<file path="src/rtl/sbus_channel_unpack.sv">
// S.BUS frame checker/unpacker: validates header/footer, streams 16 x 11-bit channels, latches flags.
// Latency: strobe at T -> channels T+2..T+17, flags + frame_done T+18, ready for next frame T+19.
// Backpressure: none; a frame strobed while busy is dropped and flagged on overrun. Watchdog: SBUS_WATCHDOG_EN.
module sbus_channel_unpack #(
    parameter int TIMEOUT_CYCLES = 1000000,
    parameter int ERR_W          = 8
) (
    input  logic             clk,
    input  logic             resetn,
    input  logic [199:0]     sbus_frame,
    input  logic             sbus_frame_valid,
    output logic             ch_valid,
    output logic [3:0]       ch_idx,
    output logic [10:0]      ch_val,
    output logic             ch17,
    output logic             ch18,
    output logic             frame_lost,
    output logic             failsafe,
    output logic             frame_done,
    output logic             busy,
    output logic             overrun,
    output logic [ERR_W-1:0] err_cnt,
    output logic             link_lost
);

    typedef enum logic [1:0] {
        IDLE   = 2'd0,
        CHECK  = 2'd1,
        UNPACK = 2'd2
    } state_t;

    if (TIMEOUT_CYCLES < 1) begin : g_bad_timeout
        $error("TIMEOUT_CYCLES must be at least 1");
    end

    state_t             state_q, state_d;
    logic [183:0]       shadow_q, shadow_d;
    logic [4:0]         idx_q, idx_d;
    logic               good_q, good_d;
    logic [3:0]         flags_q, flags_d;
    logic               frame_done_q, frame_done_d;
    logic               overrun_q, overrun_d;
    logic [ERR_W-1:0]   err_cnt_q, err_cnt_d;

    always_comb begin
        state_d      = state_q;
        shadow_d     = shadow_q;
        idx_d        = idx_q;
        good_d       = good_q;
        flags_d      = flags_q;
        err_cnt_d    = err_cnt_q;
        frame_done_d = 1'b0;
        overrun_d    = sbus_frame_valid && (state_q != IDLE);
        case (state_q)
            IDLE: begin
                if (sbus_frame_valid) begin
                    shadow_d = sbus_frame[191:8];
                    good_d   = (sbus_frame[7:0] == 8'h0F) && (sbus_frame[199:192] == 8'h00);
                    state_d  = CHECK;
                end
            end
            CHECK: begin
                if (good_q) begin
                    idx_d   = 5'd0;
                    state_d = UNPACK;
                end else begin
                    if (err_cnt_q != {ERR_W{1'b1}}) begin
                        err_cnt_d = err_cnt_q + 1'b1;
                    end
                    state_d = IDLE;
                end
            end
            UNPACK: begin
                // idx 16 is a one-cycle tail so busy covers the frame_done cycle
                if (!idx_q[4]) begin
                    shadow_d = shadow_q >> 11;
                    idx_d    = idx_q + 5'd1;
                    if (idx_q == 5'd15) begin
                        flags_d      = shadow_d[3:0];
                        frame_done_d = 1'b1;
                    end
                end else begin
                    state_d = IDLE;
                end
            end
            default: state_d = IDLE;
        endcase
    end

    always_ff @(posedge clk or negedge resetn) begin
        if (!resetn) begin
            state_q      <= IDLE;
            shadow_q     <= '0;
            idx_q        <= '0;
            good_q       <= 1'b0;
            flags_q      <= 4'b1000;
            frame_done_q <= 1'b0;
            overrun_q    <= 1'b0;
            err_cnt_q    <= '0;
        end else begin
            state_q      <= state_d;
            shadow_q     <= shadow_d;
            idx_q        <= idx_d;
            good_q       <= good_d;
            flags_q      <= flags_d;
            frame_done_q <= frame_done_d;
            overrun_q    <= overrun_d;
            err_cnt_q    <= err_cnt_d;
        end
    end

    assign ch_valid   = (state_q == UNPACK) && !idx_q[4];
    assign ch_idx     = ch_valid ? idx_q[3:0] : 4'd0;
    assign ch_val     = ch_valid ? shadow_q[10:0] : 11'd0;
    assign ch17       = flags_q[0];
    assign ch18       = flags_q[1];
    assign frame_lost = flags_q[2];
    assign failsafe   = flags_q[3];
    assign frame_done = frame_done_q;
    assign busy       = (state_q != IDLE);
    assign overrun    = overrun_q;
    assign err_cnt    = err_cnt_q;

`ifdef SBUS_WATCHDOG_EN
    localparam int             WD_W   = $clog2(TIMEOUT_CYCLES + 1);
    localparam logic [WD_W-1:0] WD_MAX = WD_W'(TIMEOUT_CYCLES);

    logic [WD_W-1:0] wd_q, wd_d;
    logic            link_lost_q;
    logic            check_pass;

    assign check_pass = (state_q == CHECK) && good_q;

    always_comb begin
        wd_d = wd_q;
        if (check_pass) begin
            wd_d = '0;
        end else if (wd_q != WD_MAX) begin
            wd_d = wd_q + 1'b1;
        end
    end

    always_ff @(posedge clk or negedge resetn) begin
        if (!resetn) begin
            wd_q        <= WD_MAX;
            link_lost_q <= 1'b1;
        end else begin
            wd_q        <= wd_d;
            link_lost_q <= (wd_d == WD_MAX);
        end
    end

    assign link_lost = link_lost_q;
`else
    assign link_lost = 1'b0;
`endif

endmodule

</file>
<file path="config.mk">
export PLATFORM = sky130hd
export DESIGN_NAME = sbus_channel_unpack
export DESIGN_NICKNAME = d
export VERILOG_FILES = /design/src/rtl/sbus_channel_unpack.sv
export SDC_FILE = /design/constraint.sdc
export NUM_CORES = 1
export LEC_CHECK = 0
export ABC_AREA = 1
export CORE_MARGIN = 4
export CORE_UTILIZATION = 51
export CTS_CLUSTER_DIAMETER = 60
export CTS_CLUSTER_SIZE = 8
export DETAILED_ROUTE_END_ITERATION = 12
export PLACE_DENSITY = 0.81
export SLEW_MARGIN = 0
export SYNTH_ARGS = -nofsm -noshare
export SYNTH_HDL_FRONTEND = slang
export SYNTH_SLANG_ARGS = --single-unit
</file>
<file path="constraint.sdc">
create_clock -name clk -period 1.9 [get_ports clk]
set_input_delay 0.38 -clock clk [delete_from_list [all_inputs] [get_ports clk]]
set_output_delay 0.38 -clock clk [all_outputs]
set_load 0.03 [all_outputs]
</file>
==> results of run 1 <==
==> cell usage after synthesis (2+ instances only) <==
cell type                  number  area [um2]
sky130_fd_sc_hd__nand2_1      403        1510
sky130_fd_sc_hd__o21ai_0      216        1080
sky130_fd_sc_hd__dfrtp_1      205        5130
sky130_fd_sc_hd__inv_1        204         766
sky130_fd_sc_hd__o21ai_1      150         751
sky130_fd_sc_hd__buf_2         38         190
sky130_fd_sc_hd__nor2_1        34         128
sky130_fd_sc_hd__clkbuf_1      20        75.1
sky130_fd_sc_hd__buf_4         11        82.6
sky130_fd_sc_hd__buf_6         11         124
sky130_fd_sc_hd__nand3_1       10        50.1
sky130_fd_sc_hd__nand4_1        3        18.8
sky130_fd_sc_hd__ha_1           2        25.0
sky130_fd_sc_hd__nand2_4        2        22.5
sky130_fd_sc_hd__xnor2_1        2        17.5
==> registers in the layout, summed over array words and instances, names as in the netlist <==
register,count
err_cnt,8
flags_q,4
frame_done,1
good_q,1
idx_q,5
overrun,1
shadow_q,184
state_q,2
==> report_power, final <==
group          internal, uW  switching, uW  leakage, uW
logic                   911           1100      0.00386
registers              4950            210      0.00255
clock network          2780           1750     0.000379
total                  8650           3060      0.00679
==> cell type report <==
cell class | count | area share
well taps | 265 | 0.0241
repair buffers | 269 | 0.212
repair inverters | 1 | 0.000817
diodes | 2 | 0.000363
multi-input cells | 832 | 0.275
inverters | 205 | 0.0564
flip-flops and latches | 206 | 0.374
clock buffers | 42 | 0.0569
==> metrics by stage <==
step	area, um2	setup WS [ns]	hold WS (ns)	instances
finish	13800	-0.137	0.395	1822
global route	13800	-0.224	0.426	1822
CTS	13600	-0.176	0.397	1816
detailed placement	12700	0.0590	0.348	1768
global placement	12700	0.148	0.344	1768
floorplan	10100	0.0811	0.0844	1323
==> metal layers <==
metal / GRT usage / part of all wire / vias to the layer above / routed length, um
met1: 0.323 / 0.42 / 4285 / 11500
met5: 0 / 0.00047 / - / 13
met4: 0.0762 / 0.029 / 2 / 802
li1: - / - / 4573 / -
met3: 0.0396 / 0.066 / 59 / 1810
met2: 0.394 / 0.49 / 307 / 13400
==> what timing repair did <==
action / in CTS / in global routing
endpoints found under the setup margin: 29 / 55
gates cloned: 1 / 3
setup buffers: 4 / 1
pin swaps: 2 / 1
hold endpoints to repair: 47 / 0
resized for setup: 42 / 18
hold buffers: 1 / 0
==> cells by family (layout without fill, tap and decap cells) <==
logic type               after synthesis  after routing  synth area share
other                                  1              3          0.000372
adder cells (fa/ha/maj)                2              2           0.00248
flip-flops                           206            206             0.511
AO/OA/AOI/OAI                        369            369             0.183
AND/OR/NAND/NOR                      457            457             0.176
XOR/XNOR                               3              3           0.00261
buffers and inverters                285            517             0.124
==> worst paths after layout <==
path                                 endpoint  depth (start not counted)
max in group asynchronous        shadow_q[93]                          3
min in group clk                shadow_q[182]                          3
worst min-delay path              shadow_q[0]                          2
worst max-delay path                ch_idx[0]                          6
worst min register to register     flags_q[2]                          2
worst max register to register   shadow_q[53]                         10
==> critical path: cells and delay by family (launching register included) <==
family / cells / cell delay, ns
buf+inv: 3 / 0.38
flops: 1 / 0.41
simple gates: 3 / 0.36
==> flow_summary.ini, run 1 <==
[outcome]
status = finished, violations left
violations_in_the_final_reports = negative setup slack

[setup_path]
worst_ep_required_time_ns = 1.52
setup.worst_path.class = register to primary output
r2r_setup_slack_ns = 0.09
timing.critical_path.cells = inv_2 -> nand2_8 -> nor2_8 -> inv_8 -> nor2_1 -> buf_4
crit_path_max_fanout = 9
worstReg2RegStart = state_q[0]
setup.worst_path.start = state_q[0]
standard_cell_with_the_maximum_stage_delay_on_the_critical_path = sky130_fd_sc_hd__dfrtp_1
crit_path_max_incr_delay_ns = 0.41
start_kind = register
setup_crit_end_kind = primary output
arrival_worst_endpoint_ns = 1.66

[logic_synthesis]
synth_enable_flop_cells = 0
synth_cells = 1323
dominantRegCellSynth = sky130_fd_sc_hd__dfrtp_1
number_of_warning_messages_in_the_yosys_log = 0
synth.ff_latch_count = 206
syn_avg_cell_area_um2 = 7.62
netlist-cell-type-count = 27
mappedNetlistArea_um2 = 10100
ys_async_sr_fraction = 1.00
synth_seq_area_share = 0.511
synth_fp_nets = 1528

[timing]
timing.final.setup_violations = 17
grt_setup_unrepaired = yes
finalSetupTns_ns = -1.80
post-route-period-util = 1.07
final_critical_delay_including_setup_and_external_delays_ns = 2.04
final-hold-violation-count = 0
achievable-frequency_mhz = 491
worst_clock_skew_ns = 0.0120
worst_slack_ns = -0.137
final-max-slew-violation-count = 0

[grt]
gr-total-overflow = 0
wire_length_of_the_first_global_routing_pass_um = 43100
groute.usage.overall = 0.238
first_global_vias = 8924
grt_start_max_net_pins = 147
grt_antenna_before_repair = 3

[floorplanning]
core_area_um2 = 19500
initial_core_util = 0.518
ioPinCount = 235
chipWidth_um = 149
die_area_um2 = 22100
die_y_um = 149
floorplan.rows = 51

[hold_path]
min_path_type = input port to async pin

[final_layout]
mostFrequentLayoutCells = sky130_fd_sc_hd__nand2_1 (403), sky130_fd_sc_hd__o21ai_0 (216), sky130_fd_sc_hd__dfrtp_1 (205)
layout.nets = 1749
finalCoreUtilization = 0.708
post_route_cells_drive_above_1_share = 0.0669
fillerInstances = 1492
area_taken_by_multi_input_logic_gates_um2 = 3790
layout.area.seq_um2 = 5160
layout.cells.most_common = sky130_fd_sc_hd__nand2_1
syn_to_final_growth_pct = 36.6

[power_and_ir_drop]
irDropWorstVdd_mv = 0.591
total_leakage_power_uw = 0.00679
power_per_cell_area_nw_per_um2 = 850
power.total_uw = 11700

[cts]
clock-root-buffer = sky130_fd_sc_hd__clkbuf_16
cts.path.max_buffers = 3
cts_tree = done
clkLatencyLatePin_ns = 0.51
tritoncts_num_sinks = 206
cts_made_buffers = 29
cts_max_level = 1
cts.reportedPaths.clkPinSlew_ns = 0.05

[drt]
drt-vias-per-instance = 5.06
num_vias = 9226
drc = 0
drt-initial-drc-count = 568
wl_cell_um = 15.1
drt_pre_antenna_iters = 5
postRouteAntennaNets = 0
wl_um = 27500

[job]
drv_cap = 0

[place]
gpl.final_weighted_congestion = 0.902
hpwl_um = 18700
portBuffers = 233
(Power assumes the default switching activity.)
==> run 2: changes to the inputs <==
Settings changed: CORE_MARGIN 4 to 3.
==> run 2 against run 1 <==
  * The flow still finishes with violations (negative setup slack)
  * Die area fell by 2.7%
  * Utilization rose by 1.5 points
  * Worst setup slack improved by 0.0035 ns
  * Cell count fell by 0.38%
  * Critical endpoint is now ch_idx[3]
  * Largest cell class unchanged
  * Highest routed layer is now met4
==> flow_summary.ini, run 2 (synthesis gave the netlist of run 1 again) <==
[setup_path]
worstReg2RegStart = state_q[0]
critical_path.reg2reg.endpoint = shadow_q[105]
arrival_worst_endpoint_ns = 1.65
setup.worst_path.class = register to primary output
worst_ep_required_time_ns = 1.52
start_kind = register
crit_path_max_fanout = 8
setup_crit_end_kind = primary output
r2r_setup_slack_ns = 0.11
worstRegToRegCells = 8

[final_layout]
layout.nets = 1750
layout.cells.most_common = sky130_fd_sc_hd__nand2_1
final_cells = 1815
max_flop_register = shadow_q
post_route_cells_drive_above_1_share = 0.0688
max_reg_flops = 184
syn_to_final_growth_pct = 36.7
mostFrequentLayoutCells = sky130_fd_sc_hd__nand2_1 (403), sky130_fd_sc_hd__o21ai_0 (216), sky130_fd_sc_hd__dfrtp_1 (205)
num_antenna_cells = 0

[place]
gpl.final_weighted_congestion = 0.874
portBuffers = 233
dp_cells = 1758
hpwl_um = 18000

[outcome]
status = finished, violations left
violations_in_the_final_reports = negative setup slack

[grt]
grt_start_max_net_pins = 125
grt_antenna_before_repair = 0
first_global_vias = 8852
wire_length_of_the_first_global_routing_pass_um = 43800
groute.usage.overall = 0.245
gr-total-overflow = 0

[timing]
final_critical_delay_including_setup_and_external_delays_ns = 2.03
post-route-period-util = 1.07
timing.final.setup_violations = 16
final-max-slew-violation-count = 0
worst_slack_ns = -0.133
grt_setup_unrepaired = yes
fin_worst_hold_slack_ns = 0.388
worst_clock_skew_ns = 0.0139
final-hold-violation-count = 0
achievable-frequency_mhz = 492

[floorplanning]
die_y_um = 147
core_area_um2 = 19100
die_area_um2 = 21500
initial_core_util = 0.529
ioPinCount = 235
chipWidth_um = 147
floorplan.rows = 50

[hold_path]
min_path_type = input port to async pin

[drt]
drt-vias-per-instance = 5.09
wl_um = 27800
postRouteAntennaNets = 0
drt-initial-drc-count = 589
num_vias = 9230
drc = 0
wl_cell_um = 15.3
drt_pre_antenna_iters = 5

[cts]
clkLatencyLatePin_ns = 0.52
cts.path.max_buffers = 3
cts_max_level = 1
cts_made_buffers = 29
tritoncts_num_sinks = 206
clock-root-buffer = sky130_fd_sc_hd__clkbuf_16
cts_tree = done
cts.reportedPaths.clkPinSlew_ns = 0.05

[power_and_ir_drop]
total_leakage_power_uw = 0.00677
power_per_cell_area_nw_per_um2 = 845
irDropWorstVdd_mv = 0.672

[job]
drv_cap = 0
## run 2: layout make-up
| type | count | area [um2] |
|---|---|---|
| flip-flops and latches | 206 | 5160 |
| well taps | 260 | 325 |
| repair inverters | 1 | 11.3 |
| inverters | 205 | 777 |
| fillers | 1455 | 5290 |
| multi-input cells | 834 | 3840 |
| clock buffers | 41 | 771 |
| repair buffers | 268 | 2910 |
## run 2: routing by layer
metal | track usage | part of all wire | vias up
li1 | - | - | 4579
met1 | 0.356 | 0.44 | 4272
met2 | 0.383 | 0.47 | 334
met3 | 0.0444 | 0.066 | 45
met4 | 0.0626 | 0.024 | 0
met5 | 0 | 0 | -
## run 2: worst max-delay path, stage by stage (launching register included)
cell and delay (ns):
sky130_fd_sc_hd__dfrtp_1 0.40, sky130_fd_sc_hd__inv_2 0.12, sky130_fd_sc_hd__nand2_8 0.07, sky130_fd_sc_hd__nor2_8 0.18, sky130_fd_sc_hd__inv_8 0.11, sky130_fd_sc_hd__nor2_4 0.13
sky130_fd_sc_hd__buf_12 0.13
## run 2: power breakdown
| part | internal (uW) | switching (uW) | leakage, uW |
|---|---|---|---|
| combinational | 889 | 1110 | 0.00384 |
| clock | 2740 | 1750 | 0.000372 |
| sequential | 4950 | 207 | 0.00255 |
## run 2: repair_timing
| item | CTS | global route |
|---|---|---|
| gates resized for setup | 63 | 9 |
| hold buffers | 1 | 0 |
| hold endpoints to repair | 51 | 0 |
| pin swaps | 2 | 2 |
| gates cloned | 1 | 6 |
| setup buffers | 5 | 4 |
| setup endpoints to repair | 31 | 82 |
## run 2: worst max-delay path by stage
stage / from / endpoint / slack (ns) / cells past startpoint
2_1_floorplan: state_q[0] / ch_val[0] / 0.08 / 6
4_1_cts: state_q[1] / busy / -0.20 / 4
6_report: state_q[0] / ch_idx[3] / -0.13 / 6
5_1_grt: state_q[0] / ch_val[10] / -0.20 / 6
3_5_place_dp: sbus_frame_valid / shadow_q[93] / 0.09 / 6
3_3_place_gp: sbus_frame_valid / shadow_q[113] / 0.13 / 5
## run 2: through the flow
stage	cell area [um2]	setup slack (ns)	util	total power, uW	setup TNS [ns]
after global placement	12600	0.133	0.662	7110	0
after CTS	13600	-0.197	0.713	11700	-2.56
after detailed placement	12600	0.0920	0.662	7180	0
final	13800	-0.133	0.723	11600	-1.86
after global routing	13800	-0.205	0.723	12200	-2.90
after floorplan	10100	0.0811	-	6250	0
==> run 3: changes to the inputs <==
Settings changed: CORE_UTILIZATION 51 to 30, PLACE_DENSITY 0.81 to 0.53.
==> run 3 against run 2 <==
  * Count of clock-buffer cells in the layout grew 5
  * Sequential share of layout area shrank 1.1 points
  * Wire length grew 8.4%
  * The flow still finishes with violations (negative setup slack)
  * Clock power grew 9.4%
  * Final area grew 3.0%
  * Critical path type unchanged
  * Via count shrank 3.0%
  * Largest cell class unchanged
  * Critical path depth grew 1
  * Total power grew 3.8%
  * Clock skew grew 0.00064 ns
  * Sequential cell count is the same
==> flow_summary.ini, run 3 (synthesis gave the netlist of run 1 again) <==
[final_layout]
fillerInstances = 3409
syn_to_final_growth_pct = 40.8
max_flop_register = shadow_q
post_route_cells_drive_above_1_share = 0.0758
mostFrequentLayoutCells = sky130_fd_sc_hd__nand2_1 (403), sky130_fd_sc_hd__o21ai_0 (216), sky130_fd_sc_hd__dfrtp_1 (204)
max_reg_flops = 184
layout.nets = 1759
final_cells = 2011
finalCoreUtilization = 0.432
layout.cells.most_common = sky130_fd_sc_hd__nand2_1
num_antenna_cells = 0

[drt]
wl_um = 30100
drt-initial-drc-count = 654
drt_pre_antenna_iters = 5
drc = 0
drt-vias-per-instance = 4.45
num_vias = 8954
postRouteAntennaNets = 0
wl_cell_um = 15.0

[job]
drv_cap = 0

[timing]
achievable-frequency_mhz = 484
timing.final.setup_violations = 17
final_critical_delay_including_setup_and_external_delays_ns = 2.07
grt_setup_unrepaired = yes
worst_clock_skew_ns = 0.0146
worst_slack_ns = -0.168
post-route-period-util = 1.09
final-hold-violation-count = 0
final-max-slew-violation-count = 0

[cts]
cts.reportedPaths.clkPinSlew_ns = 0.05
cts_made_buffers = 30
cts_tree = done
cts_max_level = 1
clock-root-buffer = sky130_fd_sc_hd__clkbuf_16
cts.path.max_buffers = 3
clkLatencyLatePin_ns = 0.54
tritoncts_num_sinks = 206

[power_and_ir_drop]
total_leakage_power_uw = 0.00685
power_per_cell_area_nw_per_um2 = 851
irDropWorstVdd_mv = 0.636

[grt]
first_global_vias = 8760
grt_antenna_before_repair = 2
wire_length_of_the_first_global_routing_pass_um = 46600
grt_start_max_net_pins = 85
groute.usage.overall = 0.160
gr-total-overflow = 0

[setup_path]
crit_path_max_incr_delay_ns = 0.38
path_buf_inv = 4
timing.critical_path.cells = inv_2 -> nand2_8 -> nor2_8 -> buf_12 -> inv_12 -> nor2_4 -> buf_6
setup.worst_path.class = register to primary output
crit_path_max_fanout = 5
standard_cell_with_the_maximum_stage_delay_on_the_critical_path = sky130_fd_sc_hd__dfrtp_1
arrival_worst_endpoint_ns = 1.69
worst_ep_required_time_ns = 1.52
crit_family = buffers and inverters
setup_crit_end_kind = primary output
start_kind = register
r2r_setup_slack_ns = 0.12

[floorplanning]
die_area_um2 = 35900
ioPinCount = 235
die_y_um = 189
chipWidth_um = 189
floorplan.rows = 66
core_area_um2 = 32900
initial_core_util = 0.307

[hold_path]
min_path_type = input port to async pin

[place]
dp_cells = 1943
hpwl_um = 20500
gpl.final_weighted_congestion = 0.820
portBuffers = 233

[outcome]
status = finished, violations left
violations_in_the_final_reports = negative setup slack
## run 3: cell types whose count changed in the layout (fill, tap and decap cells not counted), moves of 2 or more
cell,before,now
sky130_fd_sc_hd__buf_6,15,18
sky130_fd_sc_hd__buf_4,14,18
sky130_fd_sc_hd__clkbuf_8,0,2
sky130_fd_sc_hd__buf_16,4,6
## run 3: metal layers
layer	GRT usage	share of wire
met5	0	0.00090
met4	0.0324	0.017
met3	0.0335	0.054
met1	0.231	0.48
met2	0.249	0.45
## run 3: worst paths after layout
check                                     start            end  cells after the start
min in group clk                sbus_frame[182]  shadow_q[174]                      3
max in group asynchronous                resetn  shadow_q[126]                      3
worst max-delay path                 state_q[0]      ch_val[6]                      7
worst max register to register       state_q[0]   shadow_q[49]                     10
worst min-delay path                     resetn     flags_q[0]                      2
worst min register to register       flags_q[3]     flags_q[3]                      2
## run 3: timing repair
action / in CTS / in global routing
hold endpoints to repair: 46 / 0
hold buffers: 1 / 0
endpoints found under the setup margin: 31 / 138
setup buffers: 5 / 9
pin swaps: 1 / 3
resized for setup: 55 / 23
gates cloned: 2 / 4
## run 3: power breakdown
part | switching [uW] | internal (uW)
registers | 198 | 4950
clock network | 1890 | 3010
logic | 1120 | 918
total | 3210 | 8880
## run 3: area by class of cell
| class | count | area, um2 | share of cell area |
|---|---|---|---|
| flip-flops and latches | 206 | 5160 | 0.363 |
| repair inverters | 2 | 27.5 | 0.00194 |
| well taps | 442 | 553 | 0.0389 |
| repair buffers | 276 | 3010 | 0.212 |
| multi-input cells | 833 | 3820 | 0.269 |
| clock inverters | 1 | 5.00 | 0.000352 |
| inverters | 205 | 782 | 0.0551 |
| clock buffers | 46 | 852 | 0.0600 |
## run 3: metrics by stage
stage                     TNS [ns]  power (uW)  instance area [um2]  hold slack (ns)  setup WS [ns]
after floorplan                  0        6250                10100           0.0844         0.0811
after global placement           0        7170                12800            0.348          0.123
after detailed placement         0        7210                12800            0.344         0.0701
after CTS                    -3.33       12200                13900            0.367         -0.230
after global routing         -4.19       12800                14200            0.394         -0.265
final                        -2.40       12100                14200            0.366         -0.168
